## src/rtl/rv_pkg.sv

```systemverilog
// Shared types for the root-voter cell and its host-side controller.
// Vote-type encoding and active-slot decoding must match the voter cell.
package rv_pkg;

  localparam int unsigned NUM_SLOTS = 9;
  localparam int unsigned RES_W     = 8;
  localparam int unsigned STATUS_W  = 14;

  typedef enum logic [1:0] {
    V2OO2 = 2'b00,
    V2OO3 = 2'b01,
    V4OO7 = 2'b10,
    V5OO9 = 2'b11
  } vote_type_t;

  typedef enum logic [2:0] {
    S_IDLE,
    S_ARMED,
    S_CAPTURE,
    S_RELEASE,
    S_DONE
  } state_t;

  function automatic logic [3:0] active_slots(input vote_type_t vt);
    logic [3:0] n;
    n = 4'd2;
    case (vt)
      V2OO2: n = 4'd2;
      V2OO3: n = 4'd3;
      V4OO7: n = 4'd7;
      V5OO9: n = 4'd9;
      default: n = 4'd2;
    endcase
    return n;
  endfunction

endpackage

```

## src/rtl/rv_cell_ctrl.sv

```systemverilog
// Host-side driver for one root-voter cell: arms it, loads datasets, waits for
// ready, captures results, then releases the cell and reports done.
module rv_cell_ctrl
  import rv_pkg::*;
#(
  parameter int unsigned REG_DATA_WIDTH = 64,
  parameter int unsigned MAX_DATASETS   = 9,
  parameter int unsigned GUARD_W        = 16
) (
  input  logic                                   clk,
  input  logic                                   rstn,
  input  logic                                   start,
  input  logic                                   abort,
  input  logic [1:0]                             vote_type,
  input  logic [29:0]                            timeout_cycles,
  input  logic                                   wr_en,
  input  logic [3:0]                             wr_idx,
  input  logic [REG_DATA_WIDTH-1:0]              wr_data,
  output logic [31:0]                            cell_cfg,
  output logic [MAX_DATASETS*REG_DATA_WIDTH-1:0] cell_set,
  output logic [MAX_DATASETS-1:0]                cell_valid,
  input  logic [MAX_DATASETS*8-1:0]              cell_res,
  input  logic [13:0]                            cell_status,
  output logic                                   busy,
  output logic                                   done,
  output logic [MAX_DATASETS*8-1:0]              res_q,
  output logic [MAX_DATASETS-1:0]                miss_q,
  output logic [3:0]                             err_q
);

  state_t             state;
  vote_type_t         vt_q;
  logic [GUARD_W-1:0] guard;
  logic [3:0]         act;
  logic [MAX_DATASETS-1:0] wr_hit;
  logic               ready;
  logic               guard_max;
  logic               status_unused;

  assign ready         = cell_status[0];
  assign guard_max     = &guard;
  assign status_unused = ^cell_status[13:10];

  always_comb begin
    act = active_slots(vt_q);
  end

  for (genvar k = 0; k < MAX_DATASETS; k++) begin : g_slot
    assign wr_hit[k] = wr_en && (wr_idx == 4'(k)) && (4'(k) < act);
  end

  // Slot writes are evaluated before the state case so that a write landing in
  // the same cycle as ready is kept, while a move to RELEASE still clears valid.
  always_ff @(posedge clk or negedge rstn) begin
    if (!rstn) begin
      state      <= S_IDLE;
      vt_q       <= V2OO2;
      guard      <= '0;
      cell_cfg   <= '0;
      cell_set   <= '0;
      cell_valid <= '0;
      busy       <= 1'b0;
      done       <= 1'b0;
      res_q      <= '0;
      miss_q     <= '0;
      err_q      <= '0;
    end else begin
      if (state == S_ARMED) begin
        for (int unsigned k = 0; k < MAX_DATASETS; k++) begin
          if (wr_hit[k]) begin
            if (cell_valid[k]) begin
              err_q[1] <= 1'b1;
            end else begin
              cell_set[k*REG_DATA_WIDTH +: REG_DATA_WIDTH] <= wr_data;
              cell_valid[k] <= 1'b1;
            end
          end
        end
      end

      case (state)
        S_IDLE: begin
          done <= 1'b0;
          if (start) begin
            vt_q       <= vote_type_t'(vote_type);
            cell_valid <= '0;
            guard      <= '0;
            if ({timeout_cycles, vote_type} == '0) begin
              err_q <= 4'b0001;
              done  <= 1'b1;
              state <= S_DONE;
            end else begin
              err_q    <= '0;
              cell_cfg <= {timeout_cycles, vote_type};
              busy     <= 1'b1;
              state    <= S_ARMED;
            end
          end
        end

        S_ARMED: begin
          if (abort || guard_max) begin
            if (abort) err_q[2] <= 1'b1;
            else       err_q[3] <= 1'b1;
            cell_cfg   <= '0;
            cell_valid <= '0;
            guard      <= '0;
            state      <= S_RELEASE;
          end else if (ready) begin
            state <= S_CAPTURE;
          end else begin
            guard <= guard + GUARD_W'(1);
          end
        end

        S_CAPTURE: begin
          res_q      <= cell_res;
          miss_q     <= cell_status[9:1];
          cell_cfg   <= '0;
          cell_valid <= '0;
          guard      <= '0;
          state      <= S_RELEASE;
        end

        S_RELEASE: begin
          if (!ready || guard_max) begin
            if (ready) err_q[3] <= 1'b1;
            busy  <= 1'b0;
            done  <= 1'b1;
            state <= S_DONE;
          end else begin
            guard <= guard + GUARD_W'(1);
          end
        end

        S_DONE: begin
          done  <= 1'b0;
          busy  <= 1'b0;
          state <= S_IDLE;
        end

        default: begin
          state <= S_IDLE;
        end
      endcase
    end
  end

endmodule
```

## config.mk

```make
export PLATFORM = sky130hd
export DESIGN_NAME = rv_cell_ctrl
export DESIGN_NICKNAME = d
export VERILOG_FILES = /design/src/rtl/rv_pkg.sv /design/src/rtl/rv_cell_ctrl.sv
export SDC_FILE = /design/constraint.sdc
export NUM_CORES = 1
export LEC_CHECK = 0
export ABC_AREA = 1
export CORE_AREA = 4 4 349 351
export CTS_CLUSTER_SIZE = 16
export DETAILED_ROUTE_END_ITERATION = 6
export DIE_AREA = 0 0 353 355
export DONT_BUFFER_PORTS = 1
export MAX_ROUTING_LAYER = met4
export PLACE_DENSITY = 0.42
export SLEW_MARGIN = 30
export SYNTH_ARGS = -nofsm -noshare
export SYNTH_HDL_FRONTEND = slang
export SYNTH_SLANG_ARGS = --single-unit
export TNS_END_PERCENT = 100
```

## constraint.sdc

```tcl
create_clock -name clk -period 1.7 [get_ports clk]
set_clock_uncertainty 0.2 [all_clocks]
set_input_delay 0 -clock clk [delete_from_list [all_inputs] [get_ports clk]]
set_output_delay 0 -clock clk [all_outputs]
set_load 0.03 [all_outputs]
```

**After elaboration in Yosys (flattened, before gate mapping)**

Cells that the tools add are included.

- Bits of input ports: 191
- Bits in registers: 725
- Output and inout port bits: 704
- Logic and storage cells: 183

- $add $sub $neg: 1
- Equality and inequality tests: 25
- Muxes and demuxes: 69
- Bitwise gates (word level): 9
- Magnitude comparators: 9
- Reduce and logical (&&, ||, !) cells: 48

Operator list:

| kind | number |
|---|---|
| $mux 32 | 3 |
| $pmux 32 s3 | 1 |
| $mux 16 | 4 |
| $pmux 16 s4 | 1 |
| $mux 1 | 42 |
| $logic_not 32->1 | 1 |
| $reduce_and 3->1 | 10 |
| $mux 9 | 3 |
| $pmux 9 s3 | 1 |
| $logic_and 1x1->1 | 18 |
| $add 16x1->16 const B | 1 |
| $eq 4x3->1 const B | 4 |
| $lt 3x4->1 const A | 4 |
| $pmux 4 s4 | 1 |
| $reduce_and 16->1 | 1 |
| $reduce_and 4->1 | 4 |
| $mux 3 | 5 |
| $ne 2x2->1 const B | 7 |
| $pmux 3 s4 | 1 |
| $not 1->1 | 9 |
| $pmux 1 s3 | 3 |
| $reduce_bool 3->1 | 3 |
| $eq 4x2->1 const B | 2 |
| $lt 1x4->1 const A | 2 |
| other kinds (23) | 30 |

**Depth between registers and ports, before layout**

Gate-level depths: netlist of run 1.

- Depth after elaboration: 27
- Mapped depth: 12
- Mapped depth without buffers: 12

**Worst setup path after synthesis of run 1**

No wires, ideal clock.

- Kind: reg-to-reg
- Start point: register guard[0]
- End point: register guard[14]
- Cell stages (with the launch flop): 11
- Buffers on the path: 0
- Period minus slack after synthesis: 1.872 ns
- Arrival: 1.607 ns
- Setup time: 0.065 ns
- Setup slack: -0.172 ns
- Required time: 1.435 ns
- Cells stage by stage: dfrtp_1 > ha_1 > nand2_1 > nor2_1 > nand2_2 > nor2_4 > nor2_4 > nand2_8 > o21ai_2 > nand2_1 > nand2_1

- Longest elaborated chain between the ends: 4
- Elaborated cells on any way between the ends: 11
- Classes of those cells: add/sub (1); eq/ne (2); mux (4); reduce/logical (4)

RTL lines:

| item | line | RTL |
|---|---|---|
| start: declaration | rv_cell_ctrl.sv:33 | `logic [GUARD_W-1:0] guard;` |
| start signal: assignment | rv_cell_ctrl.sv:112 | `guard <= guard + GUARD_W'(1);` |
| start signal: assignment | rv_cell_ctrl.sv:132 | `guard <= guard + GUARD_W'(1);` |
| $add 16x1->16 or $reduce_and 16->1 (tied branches) | rv_cell_ctrl.sv:112, rv_cell_ctrl.sv:132, rv_cell_ctrl.sv:41 |  |
| $mux 16, or another cell as far along | rv_cell_ctrl.sv:109 | `end else if (ready) begin` |
| $mux 16, or another cell as far along | rv_cell_ctrl.sv:102 | `if (abort \|\| guard_max) begin` |
| $pmux 16 s4 or $reduce_and 4->1 (tied branches) | n/a |  |

Parallel ways exist; a longest one is shown, timed or not. The select of a mux whose other input is x is not followed.
A chain may end at the register's enable or synchronous reset.

**Final worst setup path of run 1**

- Start point: register vt_q[1]
- End point: register cell_set[286]

- Longest elaborated chain between the ends: 5
- Elaborated cells on any way between the ends: 8
- Classes of those cells: order compare (1); eq/ne (3); mux (1); reduce/logical (3)

RTL lines:

| item | line | RTL |
|---|---|---|
| start: declaration | rv_cell_ctrl.sv:32 | `vote_type_t vt_q;` |
| start signal: assignment | rv_cell_ctrl.sv:85 | `vt_q <= vote_type_t'(vote_type);` |
| $eq 2x2->1, or another cell as far along | rv_pkg.sv:27 | `case (vt)` |
| $pmux 4 s4 * | rv_pkg.sv:27 |  |
| $lt 3x4->1 * | rv_cell_ctrl.sv:49 | `assign wr_hit[k] = wr_en && (wr_idx == 4'(k)) && (4'(k) < act);` |
| $logic_and 1x1->1 * | rv_cell_ctrl.sv:49 |  |
| $reduce_and 3->1 (no line) * | n/a |  |
| end signal: indexed assignment | rv_cell_ctrl.sv:74 | `cell_set[k*REG_DATA_WIDTH +: REG_DATA_WIDTH] <= wr_data;` |
| end: declaration | rv_cell_ctrl.sv:20 | `output logic [MAX_DATASETS*REG_DATA_WIDTH-1:0] cell_set,` |

Mark *: on every way between the ends. The rest lies on a longest branch, timed or not.

==> flow_metrics.py, run 1 <==
metrics = {
    "power": {
        "ir_drop_mv": 1.09,
        "power_density_nw_per_um2": 1890,
        "leakage_nw": 17.9,
    },
    "setup_path": {
        "path_max_fanout": 72,
        "cp.arrival_ns": 2.34,
        "cp_slowest_cell": "dfrtp_1",
        "reg2reg_from": "vt_q[1]",
        "start_kind": "flop",
        "crit_top_cell": "nand2_1",
        "cp_cell_sequence": "nand2_1 -> nor2_4 -> inv_2 -> buf_4 -> nor3_4 -> nand2_4 -> buf_12 -> nand2_1 -> o21ai_1",
        "max_stage_delay_ns": 0.34,
        "critPathCaptureType": "flop",
        "cp.required_ns": 2.03,
        "crit_type": "flop to flop",
        "crit_start": "vt_q[1]",
    },
    "flow_run": {
        "cap_violations": 0,
    },
    "drt": {
        "wl_per_cell_um": 25.6,
        "firstDrtPassIters": 5,
        "wl_mm": 122,
        "ant_nets": 0,
        "routed-via-count": 21433,
        "via_per_inst": 4.48,
        "route.detailed.drc": 0,
        "drtIter0Drc": 1620,
    },
    "global_routing": {
        "track_usage_pct": 18.2,
        "grt-ovfl-total": 0,
        "grt_max_degree": 726,
        "grt_antenna_before_repair": 7,
        "grt_pass1_vias": 21368,
        "grt_pass1_wl_mm": 162,
    },
    "logic_synthesis": {
        "synth.distinct_cells": 34,
        "postSynthCellCount": 2653,
        "ys_seq_area_share_pct": 66.4,
        "synth.area.top_cells": "dfrtp_1 (66%), nand2_1 (10%), o21ai_0 (6.0%)",
        "ys_seq_elements": 725,
        "synth.top_cell.area_share_pct": 66.4,
        "synth_area_leader_cell": "dfrtp_1",
        "synth_area_um2": 27300,
        "avgSynthCellArea_um2": 10.3,
        "synth_warnings": 0,
        "syn_nets": 2845,
    },
    "min_path": {
        "min_path_type": "primary input to asynchronous set/reset pin",
    },
    "run_status": {
        "failed_checks": "negative hold slack, negative setup slack",
        "status": "complete, but fails checks",
    },
    "sta": {
        "setup_viol": 778,
        "post-route-min-period_ns": 2.01,
        "fin_ws_ns": -0.309,
        "max_freq_ghz": 0.498,
        "worstMarginPinSlew_ns": 0.917,
        "slew_headroom_pct": 38.9,
        "finalCritPeriodShare_pct": 118,
        "hold_violations": 306,
        "drv_slew": 0,
        "rsz0062_at_grt": "yes",
        "final.setup.tns_ns": -123.92,
        "hold_slack_ns": -0.786,
    },
    "clock_tree": {
        "cts_tree": "done",
        "clockBufferDepth": 3,
        "cts_max_level": 3,
        "numCtsBuffers": 83,
        "clock-root-buffer": "clkbuf_16",
        "clk_pin_slew_worst_paths_ns": 0.06,
        "clock_latency_ns": 0.65,
        "cts_num_sinks": 725,
    },
    "floorplanning": {
        "start_util_pct": 23.0,
        "pin_count": 895,
        "rows": 127,
        "die_w_um": 353,
        "die_area_um2": 125000,
        "die_h_um": 355,
        "coreArea_um2": 119000,
    },
    "layout": {
        "fillers": 12111,
        "drive_gt1_share_pct": 19.3,
        "nets": 3365,
        "multi_input_area_um2": 8420,
        "area_delta_synth_final_pct": 40.6,
        "seq_area_um2": 18100,
    },
    "placement": {
        "gp_congestion": 0.806,
        "port_buffers": 0,
        "hpwlAfterDp_mm": 77.2,
    },
}
[worst paths after layout]
kind / end / slack (ns) / cells after the start
setup / recovery: cell_set[286] / -0.31 / 9
hold / removal: cell_cfg[19] / -0.79 / 1
setup reg to reg: cell_set[286] / -0.31 / 9
hold reg to reg: cell_set[124] / 0.29 / 2
max in group asynchronous: cell_set[23] / -0.02 / 3
min in group clk: cell_set[501] / 0.03 / 3
[report_power, final]
part / total, mW / internal (mW) / leakage [nW] / switching [mW]
clock: 18.6 / 10.7 / 1.36 / 7.82
sequential: 39.9 / 22.9 / 9.68 / 17.0
combinational: 14.3 / 6.64 / 6.89 / 7.68
total: 72.7 / 40.2 / 17.9 / 32.5
[worst max-delay path: cells and delay by family, from the launching register on]
| family | cells | cell delay, ns |
|---|---|---|
| and+or+nand+nor | 5 | 0.70 |
| AOI/OAI and AO/OA | 1 | 0.08 |
| buffers and inverters | 3 | 0.37 |
| DFF | 1 | 0.34 |
[layout by cell type (no fill, tap or decap), drive strengths merged, types with 5 or more instances in the layout]
cell type and count:
nor3 7, nor2 92, nand4 35, dlygate4sd3 333, bufinv 7, nand3b 5
clkbuf 134, dfrtp 725, inv 146, clkinv 19, a21oi 11, nand3 39
o21ai 588, buf 232, mux2 82, xor2 7, nand2 760
[logic make-up (layout without fill, tap and decap cells)]
| logic type | Yosys count | in the layout | synth area share [%] |
|---|---|---|---|
| AOI/OAI and AO/OA | 601 | 601 | 11.0 |
| xor gates and xnor gates | 10 | 10 | 0.320 |
| adders and majority gates | 1 | 1 | 0.0458 |
| buffers and inverters | 295 | 874 | 4.86 |
| DFF | 725 | 725 | 66.4 |
| muxes | 82 | 82 | 3.38 |
| other | 0 | 2 | 0 |
| and+or+nand+nor | 939 | 939 | 14.0 |
[final cells by class]
cell class	instances	area share, %
diodes	2	0.0130
clock buffers	114	6.05
clock inverters	30	1.19
inverters	142	1.44
multi-input cells	1633	21.9
flip-flops and latches	725	47.2
well taps	1548	5.04
repair buffers	587	17.1
repair inverters	1	0.0228
[layer usage]
layer | vias up | track usage, % | part of all wire (%)
met5 | - | - | 0
met4 | 0 | 7.38 | 4.4
met3 | 231 | 5.91 | 8.4
met2 | 889 | 29.8 | 48
met1 | 10575 | 20.7 | 39
li1 | 9738 | - | -
[through the flow]
step	instances	utilization [%]	total power [mW]	setup slack [ns]	instance area, um2
2_1_floorplan	2653	-	45.1	-0.105	27400
3_3_place_gp	4231	25.5	52.1	-0.394	30300
3_5_place_dp	4231	25.5	52.3	-0.417	30300
4_1_cts	4715	30.9	72.2	-0.277	36800
5_1_grt	4780	32.3	76.2	-0.367	38400
6_report	4782	32.3	72.7	-0.309	38400
[sequential cells by signal, summed over array words and instances, names as in the netlist]
signal,flops
busy,1
cell_cfg,32
cell_set,576
cell_valid,9
done,1
err_q,4
guard,16
miss_q,9
res_q,72
state,3
vt_q,2
[timing repair]
action,in CTS,in global routing
buffers inserted,14,20
endpoints found under the setup margin,712,1020
endpoints found under the hold margin,1450,318
gates cloned,9,25
gates resized for setup,47,232
pin swaps,5,12
hold buffers,317,17
[cells in the mapped netlist, drive strengths merged]
cell type,instances
xnor2,3
xor2,7
inv,142
nor4,1
nand3,39
a21boi,1
clkbuf,45
nand2,760
mux2,82
o21ai,588
nand4,35
nand3b,5
nor3,7
dfrtp,725
a21oi,11
nor2,92
buf,108
o21bai,1
ha,1
No activity file was read; power rests on OpenSTA's default activity.
==> run 2: changes to the inputs <==
BUFFER_PORTS_ARGS = -buffer_cell sky130_fd_sc_hd__buf_2   (was unset)
CORE_AREA = 4 4 343 345   (was 4 4 349 351)
DIE_AREA = 0 0 347 349   (was 0 0 353 355)
DONT_BUFFER_PORTS = unset   (was 1)
PLACE_DENSITY = 0.5   (was 0.42)
SLEW_MARGIN = unset   (was 30)
==> flow_metrics.py, run 2 (synthesis gave the netlist of run 1 again) <==
metrics = {
    "power": {
        "power_density_nw_per_um2": 1810,
        "p_seq_share_pct": 34.6,
        "p_int_mw": 43.6,
        "power_switching_mw": 33.1,
        "swShare_pct": 43.2,
        "ir_drop_mv": 1.09,
        "p_clk_share_pct": 23.7,
        "leakage_nw": 22.0,
        "p_comb_share_pct": 41.7,
    },
    "global_routing": {
        "grt_pass1_wl_mm": 168,
        "grt_max_degree": 81,
        "grt_pass1_vias": 24330,
        "use_met2_pct": 32.0,
        "globalRoute.busiestLayer": "met2",
        "grt_antenna_before_repair": 10,
        "grt-ovfl-total": 0,
        "grt_util_met1_pct": 23.2,
        "track_usage_pct": 19.1,
        "use_met3_pct": 3.97,
    },
    "setup_path": {
        "crit_type": "flop to flop",
        "path_max_fanout": 19,
        "critPathCaptureType": "flop",
        "start_kind": "flop",
        "cp.arrival_ns": 2.33,
        "crit_start": "vt_q[1]",
        "reg2reg_from": "vt_q[1]",
        "cp.required_ns": 2.06,
    },
    "layout": {
        "largest_reg_flops": 576,
        "final_common_cell": "buf_2",
        "nets": 4202,
        "reg.largest.list": "cell_set (576), res_q (72), cell_cfg (32)",
        "fillers": 11441,
        "final_cell_mix": "buf_2 (889), dfrtp_1 (724), nand2_1 (682)",
        "drive_gt1_share_pct": 36.7,
        "largest_register": "cell_set",
        "area_delta_synth_final_pct": 55.0,
    },
    "floorplanning": {
        "coreArea_um2": 114000,
        "start_util_pct": 23.9,
        "die_area_um2": 121000,
        "die_w_um": 347,
        "pin_count": 895,
        "rows": 124,
        "die_h_um": 349,
    },
    "drt": {
        "wl_mm": 124,
        "drtIter0Drc": 1952,
        "firstDrtPassIters": 6,
        "via_per_inst": 4.44,
        "ant_nets": 0,
        "wl_per_cell_um": 22.1,
        "route.detailed.drc": 0,
        "routed-via-count": 24851,
    },
    "clock_tree": {
        "cts_max_level": 3,
        "clock-root-buffer": "clkbuf_16",
        "clock_latency_ns": 0.64,
        "clk_pin_slew_worst_paths_ns": 0.06,
        "cts_num_sinks": 725,
        "cts_tree": "done",
        "numCtsBuffers": 84,
        "clockBufferDepth": 3,
    },
    "run_status": {
        "status": "complete, but fails checks",
        "failed_checks": "negative setup slack",
    },
    "sta": {
        "max_freq_ghz": 0.509,
        "hold_slack_ns": 0.0683,
        "hold_violations": 0,
        "drv_slew": 0,
        "slew_headroom_pct": 56.0,
        "post-route-min-period_ns": 1.96,
        "setup_viol": 715,
        "finalCritPeriodShare_pct": 116,
        "fin_ws_ns": -0.264,
        "rsz0062_at_grt": "yes",
        "worstMarginPinSlew_ns": 0.660,
        "final.setup.tns_ns": -94.56,
    },
    "placement": {
        "gp_congestion": 0.841,
        "port_buffers": 890,
        "hpwlAfterDp_mm": 78.7,
    },
    "min_path": {
        "min_path_type": "primary input to flop",
        "hold_path.startpoint": "timeout_cycles[9]",
    },
    "flow_run": {
        "cap_violations": 0,
    },
}
[run 2: metal layers]
| metal | share of wire [%] | vias to the layer above |
|---|---|---|
| met5 | 0 | - |
| met4 | 2.7 | 0 |
| met3 | 7.2 | 180 |
| met2 | 50 | 1024 |
| met1 | 41 | 12209 |
| li1 | - | 11438 |
[run 2: power by group through the flow]
stage / logic (mW) / registers (mW) / clock network (mW)
6_report: 32.0 / 26.5 / 18.2
4_1_cts: 31.7 / 26.3 / 18.7
2_1_floorplan: 7.51 / 37.6 / 0
5_1_grt: 34.0 / 27.2 / 19.3
3_3_place_gp: 30.5 / 26.4 / 0
3_5_place_dp: 30.7 / 26.5 / 0
[run 2: area by class of cell]
cell class	count	area, um2	share of cell area, %
Clock inverter	27	327	0.771
Inverter	142	543	1.28
Timing Repair inverter	1	6.26	0.0148
Timing Repair Buffer	1422	10500	24.9
Sequential cell	725	18100	42.8
Tap cell	1512	1890	4.46
Clock buffer	122	2440	5.77
Antenna cell	10	25.0	0.0591
Multi-Input combinational cell	1634	8460	20.0
[run 2: worst max-delay path: stages (launching register included)]
cell and delay, ns:
dfrtp_1 0.38, nand2_2 0.08, nor2_4 0.13, inv_4 0.07, nor3_4 0.25, nand3_4 0.11
buf_12 0.18, buf_12 0.15, buf_12 0.16, o21ai_1 0.14
[run 2: what timing repair did]
item                        CTS  global route
hold buffers                282            18
buffers inserted             17            12
pin swaps                    10            25
gates resized for setup      85           172
hold endpoints to repair   1450             3
cloned                       15            20
setup endpoints to repair   722           724
[run 2: stage by stage]
stage	setup slack [ns]	util (%)	total power [mW]	instance area [um2]	cells
after global placement	-0.226	30.5	56.9	34800	5076
after global routing	-0.341	37.1	80.5	42400	5588
after CTS	-0.198	36.0	76.6	41100	5539
after floorplan	-0.105	-	45.1	27400	2653
final	-0.264	37.1	76.7	42400	5595
after detailed placement	-0.265	30.5	57.1	34800	5076
[run 2: final timing paths]
kind / end / slack [ns] / cells after the start
worst max-delay path: cell_set[486] / -0.26 / 9
worst min-delay path: cell_cfg[11] / 0.07 / 6
worst max register to register: cell_set[486] / -0.26 / 9
worst min register to register: cell_cfg[11] / 0.27 / 2
max in group asynchronous: cell_set[247] / 0.10 / 6
min in group asynchronous: cell_set[256] / 0.40 / 4
==> run 3: changes to the inputs <==
RECOVER_POWER = 100   (was unset)
==> flow_metrics.py, run 3 (synthesis gave the netlist of run 1 again) <==
metrics = {
    "setup_path": {
        "r2r_slack_ns": -0.26,
        "critPathCaptureType": "flop",
        "r2r_end": "cell_set[486]",
        "cp.required_ns": 2.06,
        "start_kind": "flop",
        "path_max_fanout": 19,
        "reg2reg_from": "vt_q[1]",
        "crit_type": "flop to flop",
        "cp.arrival_ns": 2.32,
        "r2r_cells": 9,
    },
    "drt": {
        "firstDrtPassIters": 7,
        "wl_mm": 124,
        "wl_per_cell_um": 22.2,
        "routed-via-count": 24813,
        "drtIter0Drc": 1988,
        "ant_nets": 0,
        "route.detailed.drc": 0,
        "via_per_inst": 4.44,
    },
    "power": {
        "leakage_nw": 19.8,
        "ir_drop_mv": 1.05,
        "power_density_nw_per_um2": 1820,
    },
    "global_routing": {
        "grt_antenna_before_repair": 10,
        "track_usage_pct": 19.1,
        "grt_pass1_vias": 24330,
        "grt_max_degree": 81,
        "grt_pass1_wl_mm": 168,
        "grt-ovfl-total": 0,
    },
    "layout": {
        "fin_area_um2": 41700,
        "drive_gt1_share_pct": 24.1,
        "area_delta_synth_final_pct": 52.3,
        "largest_reg_flops": 576,
        "reg.largest.list": "cell_set (576), res_q (72), cell_cfg (32)",
        "final_common_cell": "dfrtp_1",
        "final_cell_mix": "dfrtp_1 (724), nand2_1 (682), clkbuf_1 (528)",
        "largest_register": "cell_set",
        "fillers": 11698,
        "nets": 4202,
    },
    "sta": {
        "worstMarginPinSlew_ns": 0.766,
        "post-route-min-period_ns": 1.96,
        "final.setup.tns_ns": -109.29,
        "hold_violations": 0,
        "finalCritPeriodShare_pct": 115,
        "drv_slew": 0,
        "setup_viol": 942,
        "max_freq_ghz": 0.510,
        "slew_headroom_pct": 49.0,
        "hold_slack_ns": 0.0695,
        "rsz0062_at_grt": "yes",
        "fin_ws_ns": -0.261,
    },
    "floorplanning": {
        "die_w_um": 347,
        "pin_count": 895,
        "die_area_um2": 121000,
        "die_h_um": 349,
        "start_util_pct": 23.9,
        "rows": 124,
        "coreArea_um2": 114000,
    },
    "clock_tree": {
        "clock_latency_ns": 0.64,
        "cts_tree": "done",
        "clock-root-buffer": "clkbuf_16",
        "numCtsBuffers": 84,
        "cts_num_sinks": 725,
        "clockBufferDepth": 3,
        "cts_max_level": 3,
        "clk_pin_slew_worst_paths_ns": 0.06,
    },
    "placement": {
        "gp_congestion": 0.841,
        "placed_area_um2": 34800,
        "hpwlAfterDp_mm": 78.7,
        "port_buffers": 890,
    },
    "run_status": {
        "status": "complete, but fails checks",
        "failed_checks": "negative setup slack",
    },
    "flow_run": {
        "cap_violations": 0,
    },
    "min_path": {
        "min_path_type": "primary input to flop",
        "worst_hold_path.endpoint": "cell_cfg[11]",
        "hold_path.startpoint": "timeout_cycles[9]",
        "min_path_cells": 6,
    },
}
==> run 3: area by class of cell <==
class / instances / area, um2 / area share, %
Inverter: 142 / 543 / 1.30
Timing Repair Buffer: 1422 / 9820 / 23.6
Antenna cell: 8 / 20.0 / 0.0481
Sequential cell: 725 / 18100 / 43.6
Timing Repair inverter: 1 / 6.26 / 0.0150
Tap cell: 1512 / 1890 / 4.54
Multi-Input combinational cell: 1634 / 8460 / 20.3
Clock buffer: 122 / 2440 / 5.87
Clock inverter: 27 / 327 / 0.784
==> run 3: worst max-delay path: stages, from the launching register on <==
cell	delay (ns)
dfrtp_1	0.38
nand2_2	0.08
nor2_4	0.13
inv_4	0.07
nor3_4	0.25
nand3_4	0.11
buf_12	0.18
buf_12	0.15
buf_12	0.16
o21ai_1	0.14
==> run 3: report_power, final <==
group / switching (mW) / total [mW] / leakage (nW) / internal, mW
clock: 7.53 / 18.2 / 1.37 / 10.7
combinational: 22.1 / 30.8 / 8.77 / 8.63
sequential: 3.67 / 26.8 / 9.68 / 23.1
==> run 3: through the flow <==
step	power [mW]	util, %	setup slack (ns)	instances
2_1_floorplan	45.1	-	-0.105	2653
3_3_place_gp	56.9	30.5	-0.226	5076
3_5_place_dp	57.1	30.5	-0.265	5076
4_1_cts	76.6	36.0	-0.198	5539
5_1_grt	79.5	36.5	-0.342	5588
6_report	75.7	36.5	-0.261	5593
==> run 3: per-layer routing <==
layer	track usage [%]	vias to the layer above	part of all wire, %
met4	5.94	0	2.8
met5	-	-	0
met1	23.2	12219	41
met3	3.97	179	6.9
met2	32.0	990	49
li1	-	11425	-
==> run 3: repair_timing <==
action / CTS / global route
endpoints found under the setup margin: 722 / 724
resized for setup: 85 / 172
setup buffers: 17 / 12
hold endpoints to repair: 1450 / 3
cloned: 15 / 20
pin swaps: 10 / 25
hold buffers: 282 / 18
==> run 3: worst max-delay path by stage <==
stage | from | endpoint | slack, ns | cells past startpoint
floorplan | guard[0] | cell_cfg[10] | -0.10 | 11
global placement | state[0] | cell_set[146] | -0.23 | 8
detailed placement | state[0] | cell_set[139] | -0.26 | 8
CTS | guard[1] | cell_cfg[5] | -0.20 | 11
global route | vt_q[1] | cell_set[534] | -0.34 | 9
finish | vt_q[1] | cell_set[486] | -0.26 | 9
